File: config.mk
export PLATFORM = sky130hd
export DESIGN_NAME = nandy_control_decoder_flat
export DESIGN_NICKNAME = d
export VERILOG_FILES = /design/src/rtl/nandy_control_decoder_if.sv /design/src/rtl/nandy_control_decoder.sv /design/src/flat_wrapper.sv
export SDC_FILE = /design/constraint.sdc
export NUM_CORES = 1
export LEC_CHECK = 0
export ABC_CLOCK_PERIOD_IN_PS = 1190
export CELL_PAD_IN_SITES_DETAIL_PLACEMENT = 2
export CELL_PAD_IN_SITES_GLOBAL_PLACEMENT = 2
export CORE_MARGIN = 4
export CORE_UTILIZATION = 22
export DETAILED_ROUTE_END_ITERATION = 8
export GPL_TIMING_DRIVEN = 0
export PLACE_DENSITY = 0.72
export RECOVER_POWER = 100
export SETUP_SLACK_MARGIN = 0.05
export SYNTH_ARGS = -nofsm -noshare
export SYNTH_HDL_FRONTEND = slang
export SYNTH_SLANG_ARGS = --single-unit
File: constraint.sdc
create_clock -name clk -period 1.19 [get_ports clk]
set_input_delay 0.357 -clock clk [delete_from_list [all_inputs] [get_ports clk]]
set_output_delay 0.357 -clock clk [all_outputs]
set_load 0.05 [all_outputs]
File: src/rtl/nandy_control_decoder_if.sv
// ---------------------------------------------------------------------------
// nandy_control_decoder_if
//   Bundle between the instruction register side (master) and the Nandy
//   control decoder (slave).
//   master drives : inst[7:0], cycle, carry
//   slave drives  : M S J LJ CLI LJR MW MC RD WR Y RS[1:0] WA ISP WC
//                   ALU[3:0] nSIG[7:0]
// ---------------------------------------------------------------------------
interface nandy_control_decoder_if;
  logic [7:0] inst;
  logic       cycle;
  logic       carry;

  logic       M;
  logic       S;
  logic       J;
  logic       LJ;
  logic       CLI;
  logic       LJR;
  logic       MW;
  logic       MC;
  logic       RD;
  logic       WR;
  logic       Y;
  logic [1:0] RS;
  logic       WA;
  logic       ISP;
  logic       WC;
  logic [3:0] ALU;
  logic [7:0] nSIG;

  modport master (
    output inst, cycle, carry,
    input  M, S, J, LJ, CLI, LJR, MW, MC, RD, WR, Y, RS, WA, ISP, WC, ALU, nSIG
  );

  modport slave (
    input  inst, cycle, carry,
    output M, S, J, LJ, CLI, LJR, MW, MC, RD, WR, Y, RS, WA, ISP, WC, ALU, nSIG
  );
endinterface

File: src/rtl/nandy_control_decoder.sv
// ---------------------------------------------------------------------------
// nandy_control_decoder
//   Instruction decoder for the Nandy 8-bit CPU. Turns the opcode byte, the
//   two-phase cycle flag and the carry flag into every datapath / memory /
//   IO control strobe.
//
//   Ports:
//     clk  - system clock, output registers update on the rising edge
//     rst  - synchronous active-high reset (outputs 0, nSIG = 8'hFF)
//     bus  - nandy_control_decoder_if.slave
//            in : inst[7:0], cycle, carry
//            out: M S J LJ CLI LJR MW MC RD WR Y RS[1:0] WA ISP WC
//                 ALU[3:0] nSIG[7:0] (active-low one-hot)
//
//   Build option:
//     NANDY_CTRL_COMB_OUT_EN - when defined the output registers are bypassed
//     and every output is the combinational decode of the current inputs;
//     clk and rst are then unused. Default: registered, 1-cycle latency.
// ---------------------------------------------------------------------------
module nandy_control_decoder (
  input  logic                          clk,
  input  logic                          rst,
  nandy_control_decoder_if.slave        bus
);

  typedef struct packed {
    logic       m;
    logic       s;
    logic       j;
    logic       lj;
    logic       cli;
    logic       ljr;
    logic       mw;
    logic       mc;
    logic       rd;
    logic       wr;
    logic       y;
    logic [1:0] rs;
    logic       wa;
    logic       isp;
    logic       wc;
    logic [3:0] alu;
    logic [7:0] nsig;
  } ctl_t;

  logic [7:0] inst;
  logic       cyc;
  logic       cy;

  assign inst = bus.inst;
  assign cyc  = bus.cycle;
  assign cy   = bus.carry;

  // Shared helper terms: every strobe below is derived from this one decode
  // so related outputs (MW/M, CLI/LJR/LJ, RD/WR) can never disagree.
  logic z_op;   // opcode class 000xxxxx
  logic a_op;   // ALU-result-to-accumulator class

  ctl_t ctl_d;
  ctl_t ctl_o;

  always_comb begin
    z_op = ~inst[7] & ~inst[6] & ~inst[5];
    a_op = (inst[6] & ~inst[7]) | (cyc & inst[6] & ~inst[5]);

    ctl_d       = '0;
    ctl_d.m     = inst[7] & ~inst[6] & cyc;
    ctl_d.s     = inst[4];
    ctl_d.j     = inst[7] & inst[6] & inst[5] & cyc & ~(cy & inst[4]);
    ctl_d.lj    = z_op & inst[4] & ~inst[3];
    ctl_d.cli   = ctl_d.lj & inst[1];
    ctl_d.ljr   = ctl_d.lj & inst[2];
    ctl_d.mw    = ctl_d.m & inst[5];
    ctl_d.mc    = inst[7] & ~cyc;
    ctl_d.rd    = z_op & ~inst[4] & inst[2];
    ctl_d.wr    = z_op & ~inst[4] & inst[3];
    ctl_d.y     = inst[5];
    ctl_d.rs    = inst[1:0];
    ctl_d.wa    = (ctl_d.m & ~inst[5]) | (a_op & ~(inst[4] & ~inst[3]));
    ctl_d.isp   = ~inst[7] & ~inst[6] & inst[5];
    ctl_d.wc    = (a_op | ctl_d.isp) & inst[4];
    ctl_d.alu   = inst[6] ? inst[3:0] : {~inst[7], 3'b000};

    // Signal lines: opcodes 00011nnn pull line nnn low, everything else idles.
    ctl_d.nsig  = '1;
    if (inst[7:3] == 5'b00011) begin
      ctl_d.nsig = ~(8'd1 << inst[2:0]);
    end
  end

`ifdef NANDY_CTRL_COMB_OUT_EN
  logic unused_clk_rst;
  assign unused_clk_rst = clk ^ rst;
  assign ctl_o = ctl_d;
`else
  ctl_t ctl_q;

  always_ff @(posedge clk) begin
    if (rst) begin
      ctl_q      <= '0;
      ctl_q.nsig <= '1;
    end else begin
      ctl_q      <= ctl_d;
    end
  end

  assign ctl_o = ctl_q;
`endif

  assign bus.M    = ctl_o.m;
  assign bus.S    = ctl_o.s;
  assign bus.J    = ctl_o.j;
  assign bus.LJ   = ctl_o.lj;
  assign bus.CLI  = ctl_o.cli;
  assign bus.LJR  = ctl_o.ljr;
  assign bus.MW   = ctl_o.mw;
  assign bus.MC   = ctl_o.mc;
  assign bus.RD   = ctl_o.rd;
  assign bus.WR   = ctl_o.wr;
  assign bus.Y    = ctl_o.y;
  assign bus.RS   = ctl_o.rs;
  assign bus.WA   = ctl_o.wa;
  assign bus.ISP  = ctl_o.isp;
  assign bus.WC   = ctl_o.wc;
  assign bus.ALU  = ctl_o.alu;
  assign bus.nSIG = ctl_o.nsig;

endmodule

File: src/flat_wrapper.sv
// flat-port wrapper written by rule: the top's interface ports become plain ports
module nandy_control_decoder_flat 
  (clk, rst, bus_inst, bus_cycle, bus_carry, bus_M, bus_S, bus_J, bus_LJ, bus_CLI, bus_LJR, bus_MW, bus_MC, bus_RD, bus_WR, bus_Y, bus_RS, bus_WA, bus_ISP, bus_WC, bus_ALU, bus_nSIG);
  nandy_control_decoder_if bus_i ();
  input  logic clk;
  input  logic rst;
  input wire logic [$bits(bus_i.inst)-1:0] bus_inst;
  input wire logic [$bits(bus_i.cycle)-1:0] bus_cycle;
  input wire logic [$bits(bus_i.carry)-1:0] bus_carry;
  output wire logic [$bits(bus_i.M)-1:0] bus_M;
  output wire logic [$bits(bus_i.S)-1:0] bus_S;
  output wire logic [$bits(bus_i.J)-1:0] bus_J;
  output wire logic [$bits(bus_i.LJ)-1:0] bus_LJ;
  output wire logic [$bits(bus_i.CLI)-1:0] bus_CLI;
  output wire logic [$bits(bus_i.LJR)-1:0] bus_LJR;
  output wire logic [$bits(bus_i.MW)-1:0] bus_MW;
  output wire logic [$bits(bus_i.MC)-1:0] bus_MC;
  output wire logic [$bits(bus_i.RD)-1:0] bus_RD;
  output wire logic [$bits(bus_i.WR)-1:0] bus_WR;
  output wire logic [$bits(bus_i.Y)-1:0] bus_Y;
  output wire logic [$bits(bus_i.RS)-1:0] bus_RS;
  output wire logic [$bits(bus_i.WA)-1:0] bus_WA;
  output wire logic [$bits(bus_i.ISP)-1:0] bus_ISP;
  output wire logic [$bits(bus_i.WC)-1:0] bus_WC;
  output wire logic [$bits(bus_i.ALU)-1:0] bus_ALU;
  output wire logic [$bits(bus_i.nSIG)-1:0] bus_nSIG;
  assign bus_i.inst = bus_inst;
  assign bus_i.cycle = bus_cycle;
  assign bus_i.carry = bus_carry;
  assign bus_M = bus_i.M;
  assign bus_S = bus_i.S;
  assign bus_J = bus_i.J;
  assign bus_LJ = bus_i.LJ;
  assign bus_CLI = bus_i.CLI;
  assign bus_LJR = bus_i.LJR;
  assign bus_MW = bus_i.MW;
  assign bus_MC = bus_i.MC;
  assign bus_RD = bus_i.RD;
  assign bus_WR = bus_i.WR;
  assign bus_Y = bus_i.Y;
  assign bus_RS = bus_i.RS;
  assign bus_WA = bus_i.WA;
  assign bus_ISP = bus_i.ISP;
  assign bus_WC = bus_i.WC;
  assign bus_ALU = bus_i.ALU;
  assign bus_nSIG = bus_i.nSIG;
  nandy_control_decoder u_core (.clk(clk), .rst(rst), .bus(bus_i));
endmodule
---- Word level (Yosys, flattened, before mapping) ----
Cells that the tools add are included.
storage, ports and cells
  bits in registers ....................... 28
  bits of input ports ..................... 12
  output and inout port bits .............. 28
  word-level logic and storage cells ...... 62
operators by class
  equal/unequal tests ..................... 1
  shift operators ......................... 1
  mux-type cells .......................... 1
  bitwise gates (word level) .............. 39
  reduce and logical (&&, ||, !) cells .... 2
operator list
  cell                                             number
  bitwise AND 1 bit                                26
  inverter 1 bit                                   9
  inverter 8 bit                                   1
  << shifter 1 x 3 -> 8 bit, first input constant  1
  == test 5 x 2 -> 1 bit, second input constant    1
  2-to-1 mux 4 bit                                 1
  OR reduction 2 bit                               2
  OR 1 bit                                         3

---- Depth between registers and ports, before layout ----
Gate-level depths: netlist (run 1).
  depth in word-level cells ............... 6
  mapped depth ............................ 3
  depth with buffers taken out ............ 2

---- Worst setup path before layout (run 1) ----
OpenSTA, ideal clock, no wires.
  path type ............................... input to register
  start point ............................. input bus_inst[7]
  end point ............................... register u_core.ctl_q (netlist bit u_core.bus.CLI)
  library setup time ...................... 88 ps
  data arrival time ....................... 1170 ps
  required time ........................... 1102 ps
  path slack .............................. -67 ps
  stages .................................. 3
  buffers on the path ..................... 1
  cell sequence ........................... buf_2 or4_4 nor4_4
on the way
  cells in the longest elaborated chain, start to end .. 6
RTL lines
  item                             line                          text
  from (decl)                      flat_wrapper.sv:7             input wire logic [$bits(bus_i.inst)-1:0] bus_inst;
  inverter 1 bit                   nandy_control_decoder.sv:63   z_op = ~inst[7] & ~inst[6] & ~inst[5];
  bitwise AND 1 bit (2 in series)  nandy_control_decoder.sv:63
  bitwise AND 1 bit (2 in series)  nandy_control_decoder.sv:70   ctl_d.lj = z_op & inst[4] & ~inst[3];
  bitwise AND 1 bit                nandy_control_decoder.sv:71   ctl_d.cli = ctl_d.lj & inst[1];
  to (signal assigned)             nandy_control_decoder.sv:103  ctl_q <= ctl_d;
  to (decl)                        nandy_control_decoder.sv:96   ctl_t ctl_q;
No other way between the ends.
A chain may end at the register's enable or synchronous reset.

---- Final worst setup path (run 1) ----
  start point ............................. register u_core.ctl_q (netlist bit u_core.bus.nSIG[2])
  end point ............................... output bus_nSIG[2]
RTL lines
  item       line                text
  to (decl)  flat_wrapper.sv:26  output wire logic [$bits(bus_i.nSIG)-1:0] bus_nSIG;
No word-level cell between the ends.

==> results of run 1 <==
==> how the worst max path moves through the flow <==
stage	from	end	slack, ns	cells past startpoint
6_report	u_core.bus.nSIG[2]	bus_nSIG[2]	0.04	1
3_5_place_dp	bus_inst[5]	u_core.bus.nSIG[3]	-0.59	3
2_1_floorplan	bus_inst[6]	u_core.bus.CLI	-0.06	3
4_1_cts	u_core.bus.J	bus_J	0.02	1
5_1_grt	bus_inst[5]	u_core.bus.nSIG[7]	-0.0004	3
3_3_place_gp	bus_inst[5]	u_core.bus.CLI	-0.57	3
==> repair_timing <==
action,CTS,global route
setup endpoints to repair,55,31
resized for setup,207,38
pin swaps,2,0
endpoints found under the hold margin,0,0
==> where the power goes <==
group	switching, W	internal [W]
clock network	0.000282	0.000295
registers	0.00000858	0.000963
logic	0.000162	0.0000829
==> routing by layer <==
metal | up-vias | GRT usage | wire length (um)
met4 | 0 | 0.0184 | 10
met5 | - | 0 | 0
li1 | 351 | - | -
met1 | 355 | 0.0995 | 1050
met3 | 2 | 0.0344 | 224
met2 | 26 | 0.160 | 1390
==> final cells by class <==
class	instances	area [sq um]
tap	50	62.6
timing repair buffer	36	328
fill	437	2650
inverter	3	11.3
multi-input combinational	43	304
sequential	28	594
buffer	4	26.3
clock buffer	4	55.1
==> kinds of logic after synthesis <==
family,after synthesis,synth area share
buffers and inverters,7,0.0391
and+or+nand+nor,39,0.322
DFF,28,0.604
AOI/OAI and AO/OA,4,0.0350
==> cells in the mapped netlist (all sizes together) (3+ instances only) <==
master / instances
nor2b: 5
and2: 3
buf: 3
nor3b: 3
nor2: 3
nand4: 4
and3: 3
dfxtp: 28
nor3: 3
inv: 3
nor4: 3
nand3: 4
and3b: 3
==> per-stage QoR <==
step / worst slack (ns) / TNS (ns) / std cells / utilization
floorplan: -0.0569 / -0.154 / 78 / -
global placement: -0.570 / -20.39 / 164 / 0.335
detailed placement: -0.586 / -20.92 / 164 / 0.335
CTS: 0.0188 / 0 / 168 / 0.353
global route: -0.000403 / -0.000403 / 168 / 0.343
finish: 0.0450 / 0 / 168 / 0.343
==> flow_metrics.env, run 1 <==
export IMPL_status="finished, final reports clean"
export IMPL_antenna_found_initial=0
export IMPL_final_layout_size_suffix_gt1_frac=0.585
export IMPL_fin_area_sq_um=1380
export IMPL_pin_slew_with_the_least_headroom_to_its_limit_ns=0.507
export IMPL_synth_async_reset_ratio=0
export IMPL_worst_slew_margin_rel=0.660
export IMPL_synthToLayoutAreaGrowth_pct=48.8
export IMPL_maximum_clock_frequency_mhz=873
export IMPL_synthesis_instances=78
export IMPL_hold_path_cell_count=2
export IMPL_largest_register_ff_count=8
export IMPL_timing_setup_critical_path_class="reg -> out"
export IMPL_timing_hold_ws_ns=0.295
export IMPL_fp_dieArea_sq_um=5320
export IMPL_clk_transition_reported_paths_ns=0.10
export IMPL_cap_violations=0
export IMPL_final_max_slew_viols=0
export IMPL_cts_buffers=3
export IMPL_cpPeakStageDelay_ns=0.33
export IMPL_die_width_um=73.0
export IMPL_synth_top_cells_by_area="sky130_fd_sc_hd__dfxtp_1 (60%), sky130_fd_sc_hd__nor4_4 (6.9%), sky130_fd_sc_hd__nor2b_1 (3.4%)"
export IMPL_placement_cell_area_sq_um=1350
export IMPL_cp_slowest_cell="sky130_fd_sc_hd__dfxtp_2"
export IMPL_drtPass1Iterations=2
export IMPL_routedWlPerCell_um=15.9
export IMPL_crit_path_end_kind="output port"
export IMPL_required_ns=0.83
export IMPL_dieHeight_um=73.0
export IMPL_via_count=734
export IMPL_timing_critical_path_from_type="flop"
export IMPL_h_tree_depth=1
export IMPL_ys_warn_count=0
export IMPL_first_pass_grt_wire_length_mm=3.69
export IMPL_worstHoldPathType="in -> reg"
export IMPL_layout_cells_most_common_list="sky130_fd_sc_hd__dfxtp_2 (27), sky130_fd_sc_hd__buf_4 (19), sky130_fd_sc_hd__buf_6 (8), sky130_fd_sc_hd__nor2b_1 (5)"
export IMPL_hold_path_endpoint="u_core.bus.ISP"
export IMPL_syn_area_per_cell_sq_um=11.9
export IMPL_detailedRoute_firstIterationViolations=20
export IMPL_ioPinCount=40
export IMPL_ys_types=25
export IMPL_critical_path_n_buffers_inverters=1
export IMPL_cp_top_family="flip-flops"
export IMPL_hold_viol=0
export IMPL_antenna_cells=0
export IMPL_core_area_sq_um=4030
export IMPL_buffer_ports_inserted=36
export IMPL_cts_hold_fix_buffers=0
export IMPL_clock_sinks=28
export IMPL_synthesis_area_sq_um=928
export IMPL_synth_enable_flop_cells=0
export IMPL_hold_path_startpoint="bus_inst[6]"
export IMPL_netlist_area_leader_share=0.604
export IMPL_synthFlopType="sky130_fd_sc_hd__dfxtp_1"
export IMPL_drt_antenna_violating_nets=0
export IMPL_proportion_of_synthesized_chip_area_in_sequential_cells=0.604
export IMPL_grtUsageTotal=0.0892
export IMPL_crit_fanout=1
export IMPL_timing_final_crit_period_ns=1.15
export IMPL_placementRows=23
export IMPL_worst_ep_arrival_time_ns=0.79
export IMPL_vias_per_cell=4.37
export IMPL_initial_core_util=0.230
export IMPL_synth_top_cell_by_area="sky130_fd_sc_hd__dfxtp_1"
export IMPL_clk_path_buf_depth=2
export IMPL_grt_pass1_vias=776
export IMPL_drt_drc_violations_left=0
export IMPL_layout_cells_most_common="sky130_fd_sc_hd__dfxtp_2"
export IMPL_pwr_density_nw_per_um2=1300
export IMPL_hpwl_mm=1.85
export IMPL_finalCritPeriodShare=0.962
export IMPL_grt_max_degree=16
export IMPL_synth_nets=90
export IMPL_cp_cell_sequence="buf_4"
export IMPL_gp_congestion=0.676
export IMPL_grt_overflow_total=0
export IMPL_report_power_total_w=0.00179
export IMPL_p_leak_nw=0.591
export IMPL_setup_repair_after_global_routing_missed_its_margin="yes"
export IMPL_drt_wl_total_mm=2.67
export IMPL_setup_viol=0
export IMPL_postSynthRegisterBits=28
export IMPL_final_nets=131
export IMPL_cts_tree="built"
export IMPL_post_cts_repair_setup_buffers=0
export IMPL_largest_vdd_supply_drop_v=0.000419
export IMPL_cts_root_buffer="sky130_fd_sc_hd__clkbuf_8"
(Power assumes the default switching activity.)
==> run 2, diff against run 1 <==
CAP_MARGIN = 25   (was default)
GPL_ROUTABILITY_DRIVEN = 0   (was default)
==> results of run 2 <==
Same layout as run 1: the final DEF is identical, and so are final timing and power.
